===== config.mk =====
export PLATFORM = sky130hd
export DESIGN_NAME = alt_vipcti_common_sample_position_counter
export DESIGN_NICKNAME = d
export VERILOG_FILES = /design/src/rtl/alt_vipcti_common_pkg.sv /design/src/rtl/alt_vipcti_common_plane_tick_counter.sv /design/src/rtl/alt_vipcti_common_sample_position_counter.sv
export SDC_FILE = /design/constraint.sdc
export NUM_CORES = 1
export LEC_CHECK = 0
export ABC_AREA = 1
export BUFFER_PORTS_ARGS = -buffer_cell sky130_fd_sc_hd__buf_2
export CORE_AREA = 3 3 78 80
export CTS_CLUSTER_DIAMETER = 40
export DETAILED_ROUTE_END_ITERATION = 8
export DIE_AREA = 0 0 81 83
export PLACE_DENSITY = 0.84
export SETUP_SLACK_MARGIN = 0.05
export SYNTH_ARGS = -nofsm -noshare
export SYNTH_HDL_FRONTEND = slang
export SYNTH_HIERARCHICAL = 1
export SYNTH_SLANG_ARGS = --single-unit

===== constraint.sdc =====
create_clock -name clk -period 5.41 [get_ports clk]
set_clock_uncertainty 0.2 [all_clocks]
set_input_delay 0.541 -clock clk [delete_from_list [all_inputs] [get_ports clk]]
set_output_delay 0.541 -clock clk [all_outputs]
set_load 0.005 [all_outputs]

===== src/rtl/alt_vipcti_common_pkg.sv =====
// Shared definitions for the clocked-video input path: plane limits and helpers.
package alt_vipcti_common_pkg;

  // Largest number of colour planes any sample can carry.
  localparam int MAX_COLOUR_PLANES = 4;

  // Ceiling log2, for sizing counters from a maximum count.
  function automatic int clog2(input int value);
    int result;
    result = 0;
    for (int i = 0; i < 31; i++) begin
      if ((1 << i) < value) result = i + 1;
    end
    return result;
  endfunction

  // A requested plane count of zero or beyond the build-time maximum falls
  // back to the maximum, so a bad register write never stalls the packer.
  function automatic int unsigned clamp_planes(input int unsigned requested,
                                               input int unsigned max_planes);
    if (requested == 0 || requested > max_planes) return max_planes;
    return requested;
  endfunction

endpackage


===== src/rtl/alt_vipcti_common_plane_tick_counter.sv =====
// Colour-plane tick counter: turns valid data cycles into sample strobes.
module alt_vipcti_common_plane_tick_counter
  import alt_vipcti_common_pkg::*;
#(
  parameter int NUMBER_OF_COLOUR_PLANES       = 3,
  parameter int COLOUR_PLANES_ARE_IN_PARALLEL = 0,
  parameter int LOG2_NUMBER_OF_COLOUR_PLANES  = 2
) (
  input  logic                                  clk,
  input  logic                                  rst_n,
  input  logic                                  sclr,
  input  logic                                  count_cycle,
  input  logic                                  hd_sdn,
  input  logic [LOG2_NUMBER_OF_COLOUR_PLANES:0] active_planes,
  input  logic                                  eol,
  output logic                                  count_sample,
  output logic                                  start_of_sample,
  output logic [LOG2_NUMBER_OF_COLOUR_PLANES-1:0] sample_ticks,
  output logic                                  restart_sample
);

  localparam int TW = LOG2_NUMBER_OF_COLOUR_PLANES;
  localparam int PW = TW + 1;
  localparam logic [PW-1:0] FULL_PLANES = PW'(NUMBER_OF_COLOUR_PLANES);
  localparam logic          PARALLEL    = (COLOUR_PLANES_ARE_IN_PARALLEL != 0);

  logic [PW-1:0] r_planes;
  logic [TW-1:0] r_ticks;
  logic [PW-1:0] w_req_planes;
  logic          w_single;
  logic          w_req_single;
  logic          w_at_last;

  assign w_req_planes = PW'(clamp_planes(32'(active_planes), 32'(NUMBER_OF_COLOUR_PLANES)));

  // One plane per sample in HD or parallel mode, else the count latched at line start.
  assign w_single     = hd_sdn | PARALLEL | (r_planes == PW'(1));
  // Plane count that applies from a clear onwards (the value being relatched).
  assign w_req_single = hd_sdn | PARALLEL | (w_req_planes == PW'(1));
  assign w_at_last    = w_single | ({1'b0, r_ticks} == (r_planes - PW'(1)));

  assign count_sample    = count_cycle & w_at_last;
  assign start_of_sample = (r_ticks == '0);
  assign sample_ticks    = r_ticks;
  // A valid cycle during a clear that alone forms a whole sample.
  assign restart_sample  = count_cycle & w_req_single;

  // Latch the plane count at line boundaries and step the plane index per valid cycle.
  always_ff @(posedge clk or negedge rst_n) begin
    if (!rst_n) begin
      r_planes <= FULL_PLANES;
      r_ticks  <= '0;
    end else begin
      if (sclr || eol) r_planes <= w_req_planes;
      if (sclr) begin
        r_ticks <= (count_cycle && !w_req_single) ? TW'(1) : '0;
      end else if (eol || w_single) begin
        r_ticks <= '0;
      end else if (count_cycle) begin
        r_ticks <= w_at_last ? '0 : r_ticks + TW'(1);
      end
    end
  end

endmodule


===== src/rtl/alt_vipcti_common_sample_position_counter.sv =====
// Sample/line position tracking and active width/height measurement.
module alt_vipcti_common_sample_position_counter
  import alt_vipcti_common_pkg::*;
#(
  parameter int NUMBER_OF_COLOUR_PLANES       = 3,
  parameter int COLOUR_PLANES_ARE_IN_PARALLEL = 0,
  parameter int LOG2_NUMBER_OF_COLOUR_PLANES  = 2,
  parameter int X_BITS                        = 12,
  parameter int Y_BITS                        = 12
) (
  input  logic                                    clk,
  input  logic                                    rst_n,
  input  logic                                    sclr,
  input  logic                                    count_cycle,
  input  logic                                    hd_sdn,
  input  logic [LOG2_NUMBER_OF_COLOUR_PLANES:0]   active_planes,
  input  logic                                    eol,
  input  logic                                    eof,
  output logic                                    count_sample,
  output logic                                    start_of_sample,
  output logic [LOG2_NUMBER_OF_COLOUR_PLANES-1:0] sample_ticks,
  output logic [X_BITS-1:0]                       sample_x,
  output logic [Y_BITS-1:0]                       line_y,
  output logic                                    x_overflow,
  output logic [X_BITS-1:0]                       line_width,
  output logic [Y_BITS-1:0]                       frame_height,
  output logic                                    width_valid,
  output logic                                    width_changed
);

  logic              w_count_sample;
  logic              w_restart_sample;
  logic [X_BITS-1:0] r_sample_x;
  logic [Y_BITS-1:0] r_line_y;
  logic              r_x_overflow;
  logic [X_BITS-1:0] r_line_width;
  logic [Y_BITS-1:0] r_frame_height;
  logic              r_width_valid;
  logic              r_width_changed;
  logic              r_width_seen;
  logic              w_x_full;
  logic [X_BITS-1:0] w_final_x;
  logic [Y_BITS-1:0] w_line_y_inc;

  function automatic logic [Y_BITS-1:0] sat_inc_y(input logic [Y_BITS-1:0] v);
    return (&v) ? v : v + Y_BITS'(1);
  endfunction

  alt_vipcti_common_plane_tick_counter #(
    .NUMBER_OF_COLOUR_PLANES      (NUMBER_OF_COLOUR_PLANES),
    .COLOUR_PLANES_ARE_IN_PARALLEL(COLOUR_PLANES_ARE_IN_PARALLEL),
    .LOG2_NUMBER_OF_COLOUR_PLANES (LOG2_NUMBER_OF_COLOUR_PLANES)
  ) u_ticks (
    .clk            (clk),
    .rst_n          (rst_n),
    .sclr           (sclr),
    .count_cycle    (count_cycle),
    .hd_sdn         (hd_sdn),
    .active_planes  (active_planes),
    .eol            (eol),
    .count_sample   (w_count_sample),
    .start_of_sample(start_of_sample),
    .sample_ticks   (sample_ticks),
    .restart_sample (w_restart_sample)
  );

  assign w_x_full     = &r_sample_x;
  // Width seen at eol includes a sample completing in the eol cycle itself.
  assign w_final_x    = (w_count_sample && !w_x_full) ? r_sample_x + X_BITS'(1) : r_sample_x;
  assign w_line_y_inc = sat_inc_y(r_line_y);

  // Position counters, measurements and one-cycle report pulses.
  always_ff @(posedge clk or negedge rst_n) begin
    if (!rst_n) begin
      r_sample_x      <= '0;
      r_line_y        <= '0;
      r_x_overflow    <= 1'b0;
      r_line_width    <= '0;
      r_frame_height  <= '0;
      r_width_valid   <= 1'b0;
      r_width_changed <= 1'b0;
      r_width_seen    <= 1'b0;
    end else if (sclr) begin
      r_sample_x      <= {{(X_BITS-1){1'b0}}, w_restart_sample};
      r_line_y        <= '0;
      r_x_overflow    <= 1'b0;
      r_width_valid   <= 1'b0;
      r_width_changed <= 1'b0;
      r_width_seen    <= 1'b0;
    end else if (eol) begin
      r_line_width    <= w_final_x;
      r_width_valid   <= 1'b1;
      // No previous width to compare against on the first line after a clear.
      r_width_changed <= r_width_seen && (w_final_x != r_line_width);
      r_width_seen    <= 1'b1;
      r_sample_x      <= '0;
      r_x_overflow    <= 1'b0;
      if (eof) begin
        r_frame_height <= w_line_y_inc;
        r_line_y       <= '0;
      end else begin
        r_line_y       <= w_line_y_inc;
      end
    end else begin
      r_width_valid   <= 1'b0;
      r_width_changed <= 1'b0;
      if (w_count_sample) begin
        if (w_x_full) r_x_overflow <= 1'b1;
        else          r_sample_x   <= r_sample_x + X_BITS'(1);
      end
    end
  end

  assign count_sample  = w_count_sample;
  assign sample_x      = r_sample_x;
  assign line_y        = r_line_y;
  assign x_overflow    = r_x_overflow;
  assign line_width    = r_line_width;
  assign frame_height  = r_frame_height;
  assign width_valid   = r_width_valid;
  assign width_changed = r_width_changed;

endmodule


==> results by group <==
Run status
  • Result of the run: completed

Placed design
  • Post-DP HPWL: 5.462 mm
  • Post-placement setup slack: ~2500 ps
  • PortBufs: 64
  • Placed cell areas: around 0.0036 mm^2
  • GP Congestion: 0.8609

Yosys
  • Number of enable flip-flop cells after synthesis: 0
  • Yosys reg bits: between 50 and 60
  • Number of instances in the synthesized netlist: 440
  • Post-Synthesis Mean Instance Area: roughly 7.3 um^2
  • Synth area leaders: dfrtp_1, nand2_1, inv_1
  • Proportion of synthesized chip area in sequential cells: 0.4437
  • Async SR Flop Fraction: 1.000
  • Syn Nets: 455
  • Primary flip-flop cell chosen by synthesis mapping: dfrtp_1
  • Commonest cells in the synthesized netlist: nand2_1, dfrtp_1, inv_1
  • Most common cell in the netlist: nand2_1
  • Netlist area before placement: approximately 0.0032 mm^2
  • Post-synth top area cell: dfrtp_1
  • Count of unique library cells instantiated by Yosys: 33
  • Count of synthesis-stage warnings from yosys: 6
  • Share of Yosys cell area claimed by the top area cell type: 0.4274

CTS
  • Post-cts gate resize count: 0
  • Post-CTS setup buffer count: 0
  • Deepest level of the CTS H-tree: 3
  • Hold bufs inserted after CTS: 0
  • Root buffer cell: clkbuf_8
  • Total clock buffers created by CTS: 9
  • Sinks on Clock Net: between 50 and 60
  • Clock latency of the later-clocked register in the worst-skew pair: roughly 340 ps
  • Clock Pin Slew Worst Setup and Hold Paths: roughly 70 ps
  • TritonCTS clock tree: done
  • Maximum count of clock buffers along a single path: 2

Worst setup path
  • Critical path buffer and inverter count: 4
  • Most frequent cell on the critical path: nand2_1
  • Worst Path Class, Setup: register to register
  • CP max FO: 14
  • Critical Path RT: 5450 ps
  • Top delay family on crit path: simple AND/OR/NAND/NOR gates
  • Max incr delay on CP: 560 ps
  • Critical path capture point type: register
  • Data arrival time of the critical path: 2960 ps
  • Cell chain of the critical path: inv_1 > ha_1 > inv_1 > nand2_1 > nand2_1 > nand3_1 > a21oi_1 > buf_4 > inv_1 > nor3_1 > nand3b_1 > nand2_1 > nand2_1 > nand2_1 > nand2_1 > nor2_1 > nand2_1 > nor2_1 > nor2_1
  • CP startpoint kind: register
  • Max stage delay cell, worst path: dfstp_2

Floorplan
  • Std-Cell Core Area: approximately 0.0055 mm^2
  • Total die area: roughly 0.0067 mm^2
  • Number of I/O pins: between 60 and 70
  • Die span in x: ~81 um
  • Die boundary height: roughly 83 um
  • Number of rows in the core area: 27
  • Effective utilization at floorplan: 0.5885

Finish
  • ANT cells: 0
  • Area growth from synthesis to final layout: 19.27%
  • Core utilization of the finished layout: 0.7019
  • # nets final: between 500 and 600
  • Final instance area: between 0.003 and 0.004 mm^2
  • Layout cell share with drive strength beyond 1: 0.2175

Drt
  • Sum of met3 wire segment lengths after detailed routing: ~560 um
  • Total wire length after detailed routing: 7.766 mm
  • Number of DRC violations after detailed routing: 0
  • Uppermost routed layer: met4
  • Antenna-violating nets left: 0
  • Drt wl/cell: between 10 and 15 um
  • Detailed-router iteration count before antenna repair: 5
  • Violation count after the first detailed-route iteration: between 200 and 250
  • Met2 routed WL: 3.924 mm
  • Routed metal-1 wirelength: between 3 and 4 mm
  • Routed vias: ~3100
  • DR vias/cell: about 5.3

Pwr
  • Leakage power: about 0.002 uW
  • Power density relative to cell area: between 200 and 300 mW/mm^2
  • Largest voltage drop on the vdd net: between 150 and 200 uV

STA
  • F_max: about 340 MHz
  • Tightest Pin Transition: about 840 ps
  • Setup TNS: 0 ps
  • Max-slew headroom at the worst pin: 0.4413
  • Final Cycle Share: 0.5402
  • Worst setup slack after layout: between 2000 and 2500 ps
  • Number of failing setup endpoints in the final timing report: 0
  • Total count of hold-check failures in the final report: 0
  • Setup repair after global routing missed its margin: no
  • Min Tclk post-route: ~3000 ps
  • Max-slew violation count: 0

GRT
  • Wire length of the first global-routing pass: 13.35 mm
  • Largest net degree at the start of global routing: 58
  • Overall Global Routing Usage: 0.2518
  • Vias in the first global route: between 3000 and 4000
  • Gr ovfl total: 0
  • Antenna violations before repair: 0

Flow run
  • # Max-Cap Violations: 0

Hold path
  • HP Class: primary input to asynchronous set/reset pin
[worst reg2reg max path, delay by kind of cell, from the launching register on]
kind	cells	cell delay, ps
AND/OR/NAND/NOR	13	1130
adder cells (fa/ha/maj)	1	310
flip-flops	1	560
AO/OA/AOI/OAI	1	170
buffers and inverters	4	460
[routing by layer]
metal / up-vias / GRT usage
met5: - / 0
met4: 0 / 0.08141
met3: 10 / 0.07375
met2: 116 / 0.4279
met1: 1415 / 0.3008
li1: 1547 / -
[where the power goes]
part	internal, uW	total (uW)	switching [uW]
clock network	283	457	175
logic	52.1	141	89.0
registers	446	465	19.1
total	781	1060	283
[cells by family after synthesis]
family,share of synthesized area
XOR/XNOR,0.02176
adder cells (fa/ha/maj),0.01943
AND/OR/NAND/NOR,0.3504
flip-flops,0.4437
buffers and inverters,0.07770
AO/OA/AOI/OAI,0.08703
[per-stage QoR]
| stage | total power (uW) | std cells | hold slack, ps |
|---|---|---|---|
| 6_report | 1064 | 587 | 133.0 |
| 3_3_place_gp | 609.3 | 571 | 258.0 |
| 2_1_floorplan | 558.0 | 440 | 45.41 |
| 5_1_grt | 1122 | 587 | 194.1 |
| 3_5_place_dp | 614.0 | 571 | 260.0 |
| 4_1_cts | 1081 | 587 | 153.4 |
[path summary, 6_finish.rpt]
check,startpoint,end,slack (ps),cells past startpoint
worst max-delay path,u_ticks/r_planes[0]$_DFFE_PN1P_,width_changed$_DFF_PN0_,2490,19
worst min-delay path,rst_n,u_ticks/r_planes[2]$_DFFE_PN0P_,130,2
worst max register to register,u_ticks/r_planes[0]$_DFFE_PN1P_,width_changed$_DFF_PN0_,2490,19
worst min register to register,frame_height[3]$_DFFE_PN0P_,frame_height[3]$_DFFE_PN0P_,270,2
max in group asynchronous,rst_n,sample_x[3]$_DFFE_PN0P_,4400,2
min in group clk,sclr,r_width_seen$_DFFE_PN0N_,250,2
[layout by cell type, fill, tap and decap left out, types with 2 or more instances in the layout]
master and n:
nand2_1 144, buf_2 64, dfrtp_1 55, inv_1 52, nor2_1 40, nand3_1 36
o21ai_0 30, nand2_2 13, clkbuf_8 11, a21oi_1 7, xor2_1 6, o22ai_1 6
nand3b_1 5, ha_1 5, nor2_2 4, nand4_1 4, inv_2 4, nor3_1 4
xnor2_1 2, o21ai_1 2, a22o_1 2, clkinv_2 2, bufinv_16 2, buf_4 2
dfstp_2 2
[flip-flops by register name (all words and copies together) (netlist names)]
signal,flops
frame_height,12
line_width,12
line_y,12
sample_x,12
u_ticks/r_planes,3
u_ticks/sample_ticks,2
r_width_seen,1
width_changed,1
width_valid,1
x_overflow,1
[cell type report]
cell class	instances	area, um^2
fillers	464	1632
multi-input cells	319	1541
flip-flops and latches	57	1429
repair buffers	66	335.3
inverters	57	216.5
clock buffers	11	151.4
well taps	72	90.09
clock inverters	5	77.57
(Power assumes the default switching activity.)
